$ cat src/rtl/reset_sequencer_pkg.sv
// Shared definitions for the reset sequencer: FSM encoding, board defaults
// and width helpers used to size the stage index and delay counters.
package reset_sequencer_pkg;

  typedef enum logic [1:0] {
    S_HOLD = 2'd0,
    S_WAIT = 2'd1,
    S_DONE = 2'd2
  } seq_state_t;

  // Defaults for the 12 MHz board clock (TIMEOUT is roughly 100 us).
  localparam int DEFAULT_STAGE_DELAY = 12;
  localparam int DEFAULT_TIMEOUT     = 1200;

  function automatic int idx_width(input int n);
    return (n > 1) ? $clog2(n) : 1;
  endfunction

  function automatic int cnt_width(input int delay, input int timeout);
    return $clog2(((delay > timeout) ? delay : timeout) + 1);
  endfunction

endpackage

$ cat src/rtl/reset_sync.sv
// Async-assert / sync-deassert reset synchroniser. A 1 is shifted in after
// i_rst_n rises; the output goes high SYNC_STAGES edges later.
module reset_sync #(
  parameter int SYNC_STAGES = 2
) (
  input  logic clk,
  input  logic i_rst_n,
  output logic o_rst_n_sync
);

  logic [SYNC_STAGES-1:0] chain_q;
  logic [SYNC_STAGES-1:0] chain_d;

  always_comb begin
    chain_d = {chain_q[SYNC_STAGES-2:0], 1'b1};
  end

  always_ff @(posedge clk or negedge i_rst_n) begin
    if (!i_rst_n) begin
      chain_q <= '0;
    end else begin
      chain_q <= chain_d;
    end
  end

  assign o_rst_n_sync = chain_q[SYNC_STAGES-1];

endmodule

$ cat src/rtl/reset_sequencer.sv
// Releases NUM_STAGES downstream reset domains one after another, waiting for
// each domain's ready (or a timeout) before starting the next stage delay.
module reset_sequencer
  import reset_sequencer_pkg::*;
#(
  parameter  int NUM_STAGES  = 4,
  parameter  int SYNC_STAGES = 2,
  parameter  int STAGE_DELAY = DEFAULT_STAGE_DELAY,
  parameter  int TIMEOUT     = DEFAULT_TIMEOUT,
  localparam int IDX_W       = idx_width(NUM_STAGES),
  localparam int CNT_W       = cnt_width(STAGE_DELAY, TIMEOUT)
) (
  input  logic                  clk,
  input  logic                  i_rst_n,
  input  logic                  i_soft_rst,
  input  logic [NUM_STAGES-1:0] i_stage_ready,
  output logic [NUM_STAGES-1:0] o_rst,
  output logic                  o_done,
  output logic                  o_timeout,
  output logic [IDX_W-1:0]      o_fault_stage
);

  logic                  rel_sync;
  seq_state_t            state_q, state_d;
  logic [IDX_W-1:0]      stage_q, stage_d;
  logic [CNT_W-1:0]      cnt_q, cnt_d;
  logic [NUM_STAGES-1:0] rst_q, rst_d;
  logic                  done_q, done_d;
  logic                  timeout_q, timeout_d;
  logic [IDX_W-1:0]      fault_q, fault_d;
  logic                  ready_sel;

  reset_sync #(
    .SYNC_STAGES (SYNC_STAGES)
  ) u_reset_sync (
    .clk          (clk),
    .i_rst_n      (i_rst_n),
    .o_rst_n_sync (rel_sync)
  );

  // Only the ready bit of the stage currently being awaited matters.
  always_comb begin
    ready_sel = 1'b0;
    for (int i = 0; i < NUM_STAGES; i++) begin
      if (stage_q == IDX_W'(i)) ready_sel = i_stage_ready[i];
    end
  end

  always_comb begin
    state_d   = state_q;
    stage_d   = stage_q;
    cnt_d     = cnt_q;
    rst_d     = rst_q;
    done_d    = done_q;
    timeout_d = timeout_q;
    fault_d   = fault_q;
    if (i_soft_rst) begin
      state_d   = S_HOLD;
      stage_d   = '0;
      cnt_d     = '0;
      rst_d     = '1;
      done_d    = 1'b0;
      timeout_d = 1'b0;
      fault_d   = '0;
    end else if (rel_sync) begin
      case (state_q)
        S_HOLD: begin
          if (cnt_q == CNT_W'(STAGE_DELAY - 1)) begin
            for (int i = 0; i < NUM_STAGES; i++) begin
              if (stage_q == IDX_W'(i)) rst_d[i] = 1'b0;
            end
            cnt_d   = '0;
            state_d = S_WAIT;
          end else begin
            cnt_d = cnt_q + 1'b1;
          end
        end
        S_WAIT: begin
          // A late ready on the timeout edge still counts as a clean handshake.
          if (ready_sel || (cnt_q == CNT_W'(TIMEOUT - 1))) begin
            if (!ready_sel) begin
              timeout_d = 1'b1;
              fault_d   = stage_q;
            end
            cnt_d = '0;
            if (stage_q == IDX_W'(NUM_STAGES - 1)) begin
              state_d = S_DONE;
              done_d  = 1'b1;
            end else begin
              stage_d = stage_q + 1'b1;
              state_d = S_HOLD;
            end
          end else begin
            cnt_d = cnt_q + 1'b1;
          end
        end
        S_DONE: begin
          state_d = S_DONE;
        end
        default: begin
          state_d = S_HOLD;
        end
      endcase
    end
  end

  always_ff @(posedge clk or negedge i_rst_n) begin
    if (!i_rst_n) begin
      state_q   <= S_HOLD;
      stage_q   <= '0;
      cnt_q     <= '0;
      rst_q     <= '1;
      done_q    <= 1'b0;
      timeout_q <= 1'b0;
      fault_q   <= '0;
    end else begin
      state_q   <= state_d;
      stage_q   <= stage_d;
      cnt_q     <= cnt_d;
      rst_q     <= rst_d;
      done_q    <= done_d;
      timeout_q <= timeout_d;
      fault_q   <= fault_d;
    end
  end

  assign o_rst         = rst_q;
  assign o_done        = done_q;
  assign o_timeout     = timeout_q;
  assign o_fault_stage = fault_q;

endmodule
$ cat config.mk
export PLATFORM = sky130hd
export DESIGN_NAME = reset_sequencer
export DESIGN_NICKNAME = d
export VERILOG_FILES = /design/src/rtl/reset_sequencer_pkg.sv /design/src/rtl/reset_sync.sv /design/src/rtl/reset_sequencer.sv
export SDC_FILE = /design/constraint.sdc
export NUM_CORES = 1
export LEC_CHECK = 0
export BUFFER_PORTS_ARGS = -buffer_cell sky130_fd_sc_hd__buf_2
export CAP_MARGIN = 10
export CELL_PAD_IN_SITES_DETAIL_PLACEMENT = 1
export CELL_PAD_IN_SITES_GLOBAL_PLACEMENT = 1
export CORE_MARGIN = 2
export CORE_UTILIZATION = 40
export CTS_CLUSTER_DIAMETER = 50
export DETAILED_ROUTE_END_ITERATION = 10
export MAX_ROUTING_LAYER = met4
export PLACE_DENSITY = 0.72
export RECOVER_POWER = 25
export SYNTH_ARGS = -nofsm -noshare
export SYNTH_HDL_FRONTEND = slang
export SYNTH_SLANG_ARGS = --single-unit
$ cat constraint.sdc
create_clock -name clk -period 1.8 [get_ports clk]
set_input_delay 0.27 -clock clk [delete_from_list [all_inputs] [get_ports clk]]
set_output_delay 0.27 -clock clk [all_outputs]
set_load 0.02 [all_outputs]
== Word-level counts from Yosys, hierarchy flattened ==
Cells that the tools add are included.
Storage, ports and cells
  bits in registers: 25
  input port bits: 7
  output and inout bits: 8
  word-level logic and storage cells: 89
Operators by class
  add/subtract/negate cells: 2
  equality and inequality tests: 11
  reductions and logical operators: 22
  multiplexer cells: 43
Operators with widths (number)
  $mux W11: 4
  $mux W2: 15
  $reduce_and A4 Y1: 7
  $pmux W11 S2: 1
  $mux W1: 18
  $reduce_bool A2 Y1: 9
  $mux W4: 4
  $add A11 B1 Y11 const B: 1
  $eq A11 B11 Y1 const B: 1
  $eq A11 B4 Y1 const B: 1
  $eq A2 B2 Y1 const B: 3
  $ne A3 B3 Y1 const B: 2
  $pmux W2 S3: 1
  $eq A2 B1 Y1 const B: 2
  $logic_not A2 Y1: 2
  $ne A2 B2 Y1 const B: 2
  $reduce_and A3 Y1: 1
  $reduce_bool A3 Y1: 1
  $add A2 B1 Y2 const B: 1
  $reduce_and A2 Y1: 1
  $logic_or A1 B1 Y1: 1

== Longest topological paths before layout ==
  depth in word-level cells: 10
  gate-level depth with buffers: 8
  gate-level depth less buffers: 7

== Cells and area by module ==
Synthesis repeated with hierarchy kept, for this count alone.
Unflattened totals
  cell total of the unflattened synthesis: 148
  area total of the unflattened synthesis: 1392.6 um^2
Modules (own cells, without submodules)
  reset_sequencer: cells an instance 145, area each 1338.8 um^2, times used 1, seq. area each 580.6 um^2
  reset_sync: cells an instance 3, area each 53.8 um^2, times used 1, seq. area each 50.0 um^2

== Worst setup path after synthesis ==
OpenSTA, ideal clock, no wires.
  path kind: register to register
  start point: register stage_q[0]
  end point: register stage_q[1]
  slack: -0.085 ns
  stages on the path, launching flop included: 7
  clock period less this slack: 1.885 ns
  library setup time: 0.129 ns
  arrival: 1.756 ns
  path buffers: 0
  data required time: 1.671 ns
  cell sequence: dfrtp_1 ha_1 nor2b_1 a211oi_1 o2111ai_1 mux2i_1 nor2_1
On the way
  word-level cells in the longest chain between the ends: 8
  elaborated cells between the ends (all ways): 18
  those cells by class: add/sub (1); eq/ne (4); mux (9); reduce/logical (4)
Ends and longest elaborated chain
  start: declaration: line reset_sequencer.sv:25  | logic [IDX_W-1:0] stage_q, stage_d;
  start signal: assignment: line reset_sequencer.sv:118  | stage_q <= stage_d;
  $logic_not A2 Y1: line reset_sequencer.sv:45  | if (stage_q == IDX_W'(i)) ready_sel = i_stage_ready[i];
  $mux W1 (4 in a row): line reset_sequencer.sv:45
  $logic_or A1 B1 Y1: line reset_sequencer.sv:80  | if (ready_sel || (cnt_q == CNT_W'(TIMEOUT - 1))) begin
  $reduce_bool A2 Y1 (no source line)
  $reduce_and A4 Y1 (no source line)
Parallel ways exist; a longest one is shown, timed or not. The select of a mux whose other input is x is not followed.
A chain may end at the register's enable or synchronous reset.

== Final worst setup path ==
  start point: register stage_q[0]
  end point: register fault_q[0], in the netlist o_fault_stage[0]
On the way
  word-level cells in the longest chain between the ends: 8
  elaborated cells between the ends (all ways): 17
  those cells by class: eq/ne (4); mux (9); reduce/logical (4)
Ends and longest elaborated chain
  $logic_not A2 Y1: line reset_sequencer.sv:45
  $mux W1 (4 in a row): line reset_sequencer.sv:45
  $logic_or A1 B1 Y1: line reset_sequencer.sv:80
  $reduce_bool A2 Y1 (no source line)
  $reduce_and A4 Y1 (no source line)
  end signal: assignment: line reset_sequencer.sv:123  | fault_q <= fault_d;
  end: declaration: line reset_sequencer.sv:30  | logic [IDX_W-1:0] fault_q, fault_d;
Parallel ways exist; a longest one is shown, timed or not. The select of a mux whose other input is x is not followed.

==> results_tabular.tex <==
\begin{tabular}{lr}
\hline
Metric & Value \\
\hline
\multicolumn{2}{l}{\textbf{Setup path}} \\
\quad Largest driver fanout on the critical path & 4 \\
\quad Slowest Stage Delay on Critical Path & 0.45 ns \\
\quad Dominant delay contributor by cell family on the critical path & simple AND/OR/NAND/NOR gates \\
\quad Endpoint type of the worst setup path & flip-flop \\
\quad Critical path type & flip-flop to flip-flop \\
\quad Worst EP required & 2.01 ns \\
\quad Critical path buffer and inverter count & 2 \\
\quad Arr. time, crit path & 2.17 ns \\
\quad CP startpoint kind & flip-flop \\
\quad Crit-path cells & inv\_2 -> buf\_6 -> ha\_4 -> nand3b\_1 -> a211oi\_4 -> nand4b\_1 -> mux2i\_1 -> nor2\_1 \\
\quad Cell with the largest stage delay on the worst path & sky130\_fd\_sc\_hd\_\_dfrtp\_1 \\
\multicolumn{2}{l}{\textbf{Yosys}} \\
\quad Main area contributors after synthesis & sky130\_fd\_sc\_hd\_\_dfrtp\_1, sky130\_fd\_sc\_hd\_\_dfstp\_2, sky130\_fd\_sc\_hd\_\_nand2\_1 \\
\quad Post-synth EDFFs & 0 \\
\quad Async set-or-reset flop fraction in the synthesized netlist & 1.00 \\
\quad Gate Count Post-Synth & 142 \\
\quad Total nets after synthesis & 154 \\
\quad Cell type contributing the most total cell area after synthesis & sky130\_fd\_sc\_hd\_\_dfrtp\_1 \\
\quad Post-synthesis average cell area & 9.74 sq um \\
\quad FF+latch count, synth & 25 \\
\quad Post-synth top area share & 0.380 \\
\quad Dominant register cell in the synthesized netlist & sky130\_fd\_sc\_hd\_\_dfrtp\_1 \\
\quad Number of distinct library cells after synthesis & 41 \\
\quad Cell area after synthesis & 1380 sq um \\
\quad Yosys warning total & 0 \\
\quad Share of the yosys chip area belonging to registers & 0.456 \\
\multicolumn{2}{l}{\textbf{Floorplanning}} \\
\quad Number of primary I/O pins & 15 \\
\quad Count of standard-cell rows & 21 \\
\quad Die boundary height & 62.8 um \\
\quad Die Width & 62.8 um \\
\quad Initial Util & 0.414 \\
\quad Die outline area & 3940 sq um \\
\quad Core Area & 3340 sq um \\
\multicolumn{2}{l}{\textbf{STA}} \\
\quad Hold slack final & 0.383 ns \\
\quad Final worst-path cycle share & 1.09 \\
\quad Post-route clock skew & 0.00605 ns \\
\quad Max-slew headroom at the worst pin & 0.558 \\
\quad Post-route worst setup slack & -0.156 ns \\
\quad Final hold vios & 0 \\
\quad Highest clock rate & 511 MHz \\
\quad Unrepaired setup endpoints after global routing & true \\
\quad Worst Tran Pin Value & 0.663 ns \\
\quad Number of max-slew violations in the final report & 0 \\
\quad Final setup vio count & 18 \\
\quad Shortest clock period the worst path allows after layout & 1.96 ns \\
\multicolumn{2}{l}{\textbf{GRT}} \\
\quad Global-route wire length before repair & 6.80 mm \\
\quad Leftover overflow at the end of global routing & 0 \\
\quad Largest net degree at the start of global routing & 26 \\
\quad Vias in the first global route & 1429 \\
\quad GR Util All Layers & 0.229 \\
\quad Antenna violations before repair & 0 \\
\multicolumn{2}{l}{\textbf{Clocking}} \\
\quad TritonCTS clock tree & yes \\
\quad Later-pin clock latency in the skew report & 0.33 ns \\
\quad Cell at the root of the clock tree & sky130\_fd\_sc\_hd\_\_clkbuf\_4 \\
\quad Maximum level of the CTS H-tree & 1 \\
\quad CTS buffer count & 3 \\
\quad Clock Pin Slew Worst Setup and Hold Paths & 0.13 ns \\
\quad Max Root-Sink Buffers & 2 \\
\quad Total number of clock tree sinks & 25 \\
\multicolumn{2}{l}{\textbf{Detailed routing}} \\
\quad Post-DRT Antenna Nets & 0 \\
\quad Vias per inst & 5.33 \\
\quad Via count & 1253 \\
\quad Drt initial violations & 52 \\
\quad Final routed DRC violation total & 0 \\
\quad Routed WL & 4.07 mm \\
\quad Number of detailed-route iterations in the first pass & 4 \\
\quad Drt wl/cell & 17.3 um \\
\multicolumn{2}{l}{\textbf{Finish}} \\
\quad Combined area of the multi-input logic cells & 779 sq um \\
\quad Fill count & 395 \\
\quad Fin nets & 202 \\
\quad Fin util & 0.566 \\
\quad Most used cells in the layout excluding fill and tap cells & sky130\_fd\_sc\_hd\_\_buf\_4, sky130\_fd\_sc\_hd\_\_dfrtp\_1, sky130\_fd\_sc\_hd\_\_nand2\_1 \\
\quad Most common cell after layout, fill and taps aside & sky130\_fd\_sc\_hd\_\_buf\_4 \\
\quad Share of final-layout standard cells stronger than drive strength 1 & 0.413 \\
\quad Area of all sequential standard cells & 631 sq um \\
\quad Area Growth Syn to Fin & 36.7\% \\
\quad Antenna diodes & 0 \\
\multicolumn{2}{l}{\textbf{Placed design}} \\
\quad I/O Buffers & 14 \\
\quad Detailed-placement wirelength estimate & 2.56 mm \\
\quad GP Congestion & 0.797 \\
\quad Place WS & -0.191 ns \\
\multicolumn{2}{l}{\textbf{Worst hold path}} \\
\quad Path class of the lowest-slack min-delay path & primary input to flip-flop \\
\multicolumn{2}{l}{\textbf{Power and ir drop}} \\
\quad Worst VDD drop & 0.000355 V \\
\quad Total chip power & 0.905 mW \\
\quad Leakage power of the design & 0.836 nW \\
\quad Cell Pwr Density & 479 nW/um\^{}2 \\
\multicolumn{2}{l}{\textbf{Status}} \\
\quad Violated checks & negative setup slack \\
\quad Outcome & complete, but fails checks \\
\multicolumn{2}{l}{\textbf{Job}} \\
\quad Max-Cap Viols & 0 \\
\hline
\end{tabular}
## synthesized netlist by cell type (2+ instances only)
cell type                    n
sky130_fd_sc_hd__nand2_1    20
sky130_fd_sc_hd__nand3b_1    2
sky130_fd_sc_hd__nor4_1      3
sky130_fd_sc_hd__mux2i_1     3
sky130_fd_sc_hd__nand3_1     9
sky130_fd_sc_hd__dfrtp_1    21
sky130_fd_sc_hd__a211oi_1    5
sky130_fd_sc_hd__a21oi_1     7
sky130_fd_sc_hd__xor2_1      3
sky130_fd_sc_hd__a21o_1      4
sky130_fd_sc_hd__nor2_1      6
sky130_fd_sc_hd__buf_6       2
sky130_fd_sc_hd__or2_2       2
sky130_fd_sc_hd__o2111ai_1   3
sky130_fd_sc_hd__ha_1        5
sky130_fd_sc_hd__nor2b_1     2
sky130_fd_sc_hd__nand4b_1    2
sky130_fd_sc_hd__nor3_1      2
sky130_fd_sc_hd__inv_1       6
sky130_fd_sc_hd__dfstp_2     4
sky130_fd_sc_hd__a31oi_1     5
sky130_fd_sc_hd__clkbuf_1    4
sky130_fd_sc_hd__nand4_1     4
## timing repair
action | CTS | global route
hold buffers | 1 | 0
pin swaps | 11 | 21
resized for setup | 18 | 8
hold endpoints to repair | 21 | 0
buffers inserted | 6 | 7
setup endpoints to repair | 22 | 23
## worst register-to-register path, cell delays in order (launching register included)
cell and delay [ns]:
sky130_fd_sc_hd__dfrtp_1 0.45, sky130_fd_sc_hd__inv_2 0.10, sky130_fd_sc_hd__buf_6 0.11, sky130_fd_sc_hd__ha_4 0.12, sky130_fd_sc_hd__nand3b_1 0.15, sky130_fd_sc_hd__a211oi_4 0.35
sky130_fd_sc_hd__nand4b_1 0.24, sky130_fd_sc_hd__mux2i_1 0.23, sky130_fd_sc_hd__nor2_1 0.09
## per-stage QoR
| step | std cells | TNS, ns | cell area, sq um |
|---|---|---|---|
| after floorplan | 142 | 0 | 1390 |
| after global placement | 218 | -0.345 | 1640 |
| after detailed placement | 218 | -1.93 | 1640 |
| after CTS | 229 | -0.534 | 1800 |
| after global routing | 235 | -3.14 | 1890 |
| final | 235 | -1.13 | 1890 |
## registers in the layout, indices dropped and copies added (netlist names)
signal,flops
cnt_q,11
o_done,1
o_timeout,1
state_q,2
u_reset_sync.chain_q,2
o_fault_stage,2
o_rst,4
stage_q,2
## layer usage
layer | track usage | up-vias | wire (um)
met4 | 0.0833 | 0 | 67
met5 | - | - | 0
met1 | 0.246 | 624 | 1670
met3 | 0.0324 | 6 | 83
li1 | - | 605 | -
met2 | 0.427 | 18 | 2250
## kinds of logic after synthesis
logic type,count (synthesis),share of synthesized area
adders and majority gates,5,0.0452
and+or+nand+nor,60,0.243
other,1,0.00271
buffers and inverters,14,0.0534
xor gates and xnor gates,4,0.0253
DFF,25,0.456
muxes,3,0.0217
AOI/OAI and AO/OA,30,0.152
## power breakdown
part | internal [mW] | total (mW) | switching, mW | leakage, nW
clock network | 0.0869 | 0.261 | 0.174 | 0.0150
registers | 0.568 | 0.574 | 0.00625 | 0.330
logic | 0.0241 | 0.0697 | 0.0456 | 0.491
## worst paths after layout
| check | startpoint | endpoint | slack (ns) | depth (start not counted) |
|---|---|---|---|---|
| setup / recovery | stage_q[0] | o_fault_stage[0] | -0.16 | 8 |
| hold / removal | i_soft_rst | o_timeout | 0.38 | 3 |
| setup reg to reg | stage_q[0] | o_fault_stage[0] | -0.16 | 8 |
| hold reg to reg | u_reset_sync.chain_q[0] | u_reset_sync.chain_q[1] | 0.39 | 0 |
| max in group asynchronous | i_rst_n | o_fault_stage[1] | 0.88 | 2 |
| min in group asynchronous | i_rst_n | cnt_q[4] | 0.49 | 2 |
## layout make-up
cell class	instances	area share
timing repair buffer	51	0.197
sequential	25	0.334
tap	46	0.0305
clock buffer	4	0.0139
multi-input combinational	103	0.413
inverter	6	0.0119
Power figures use the tool's default switching activity.
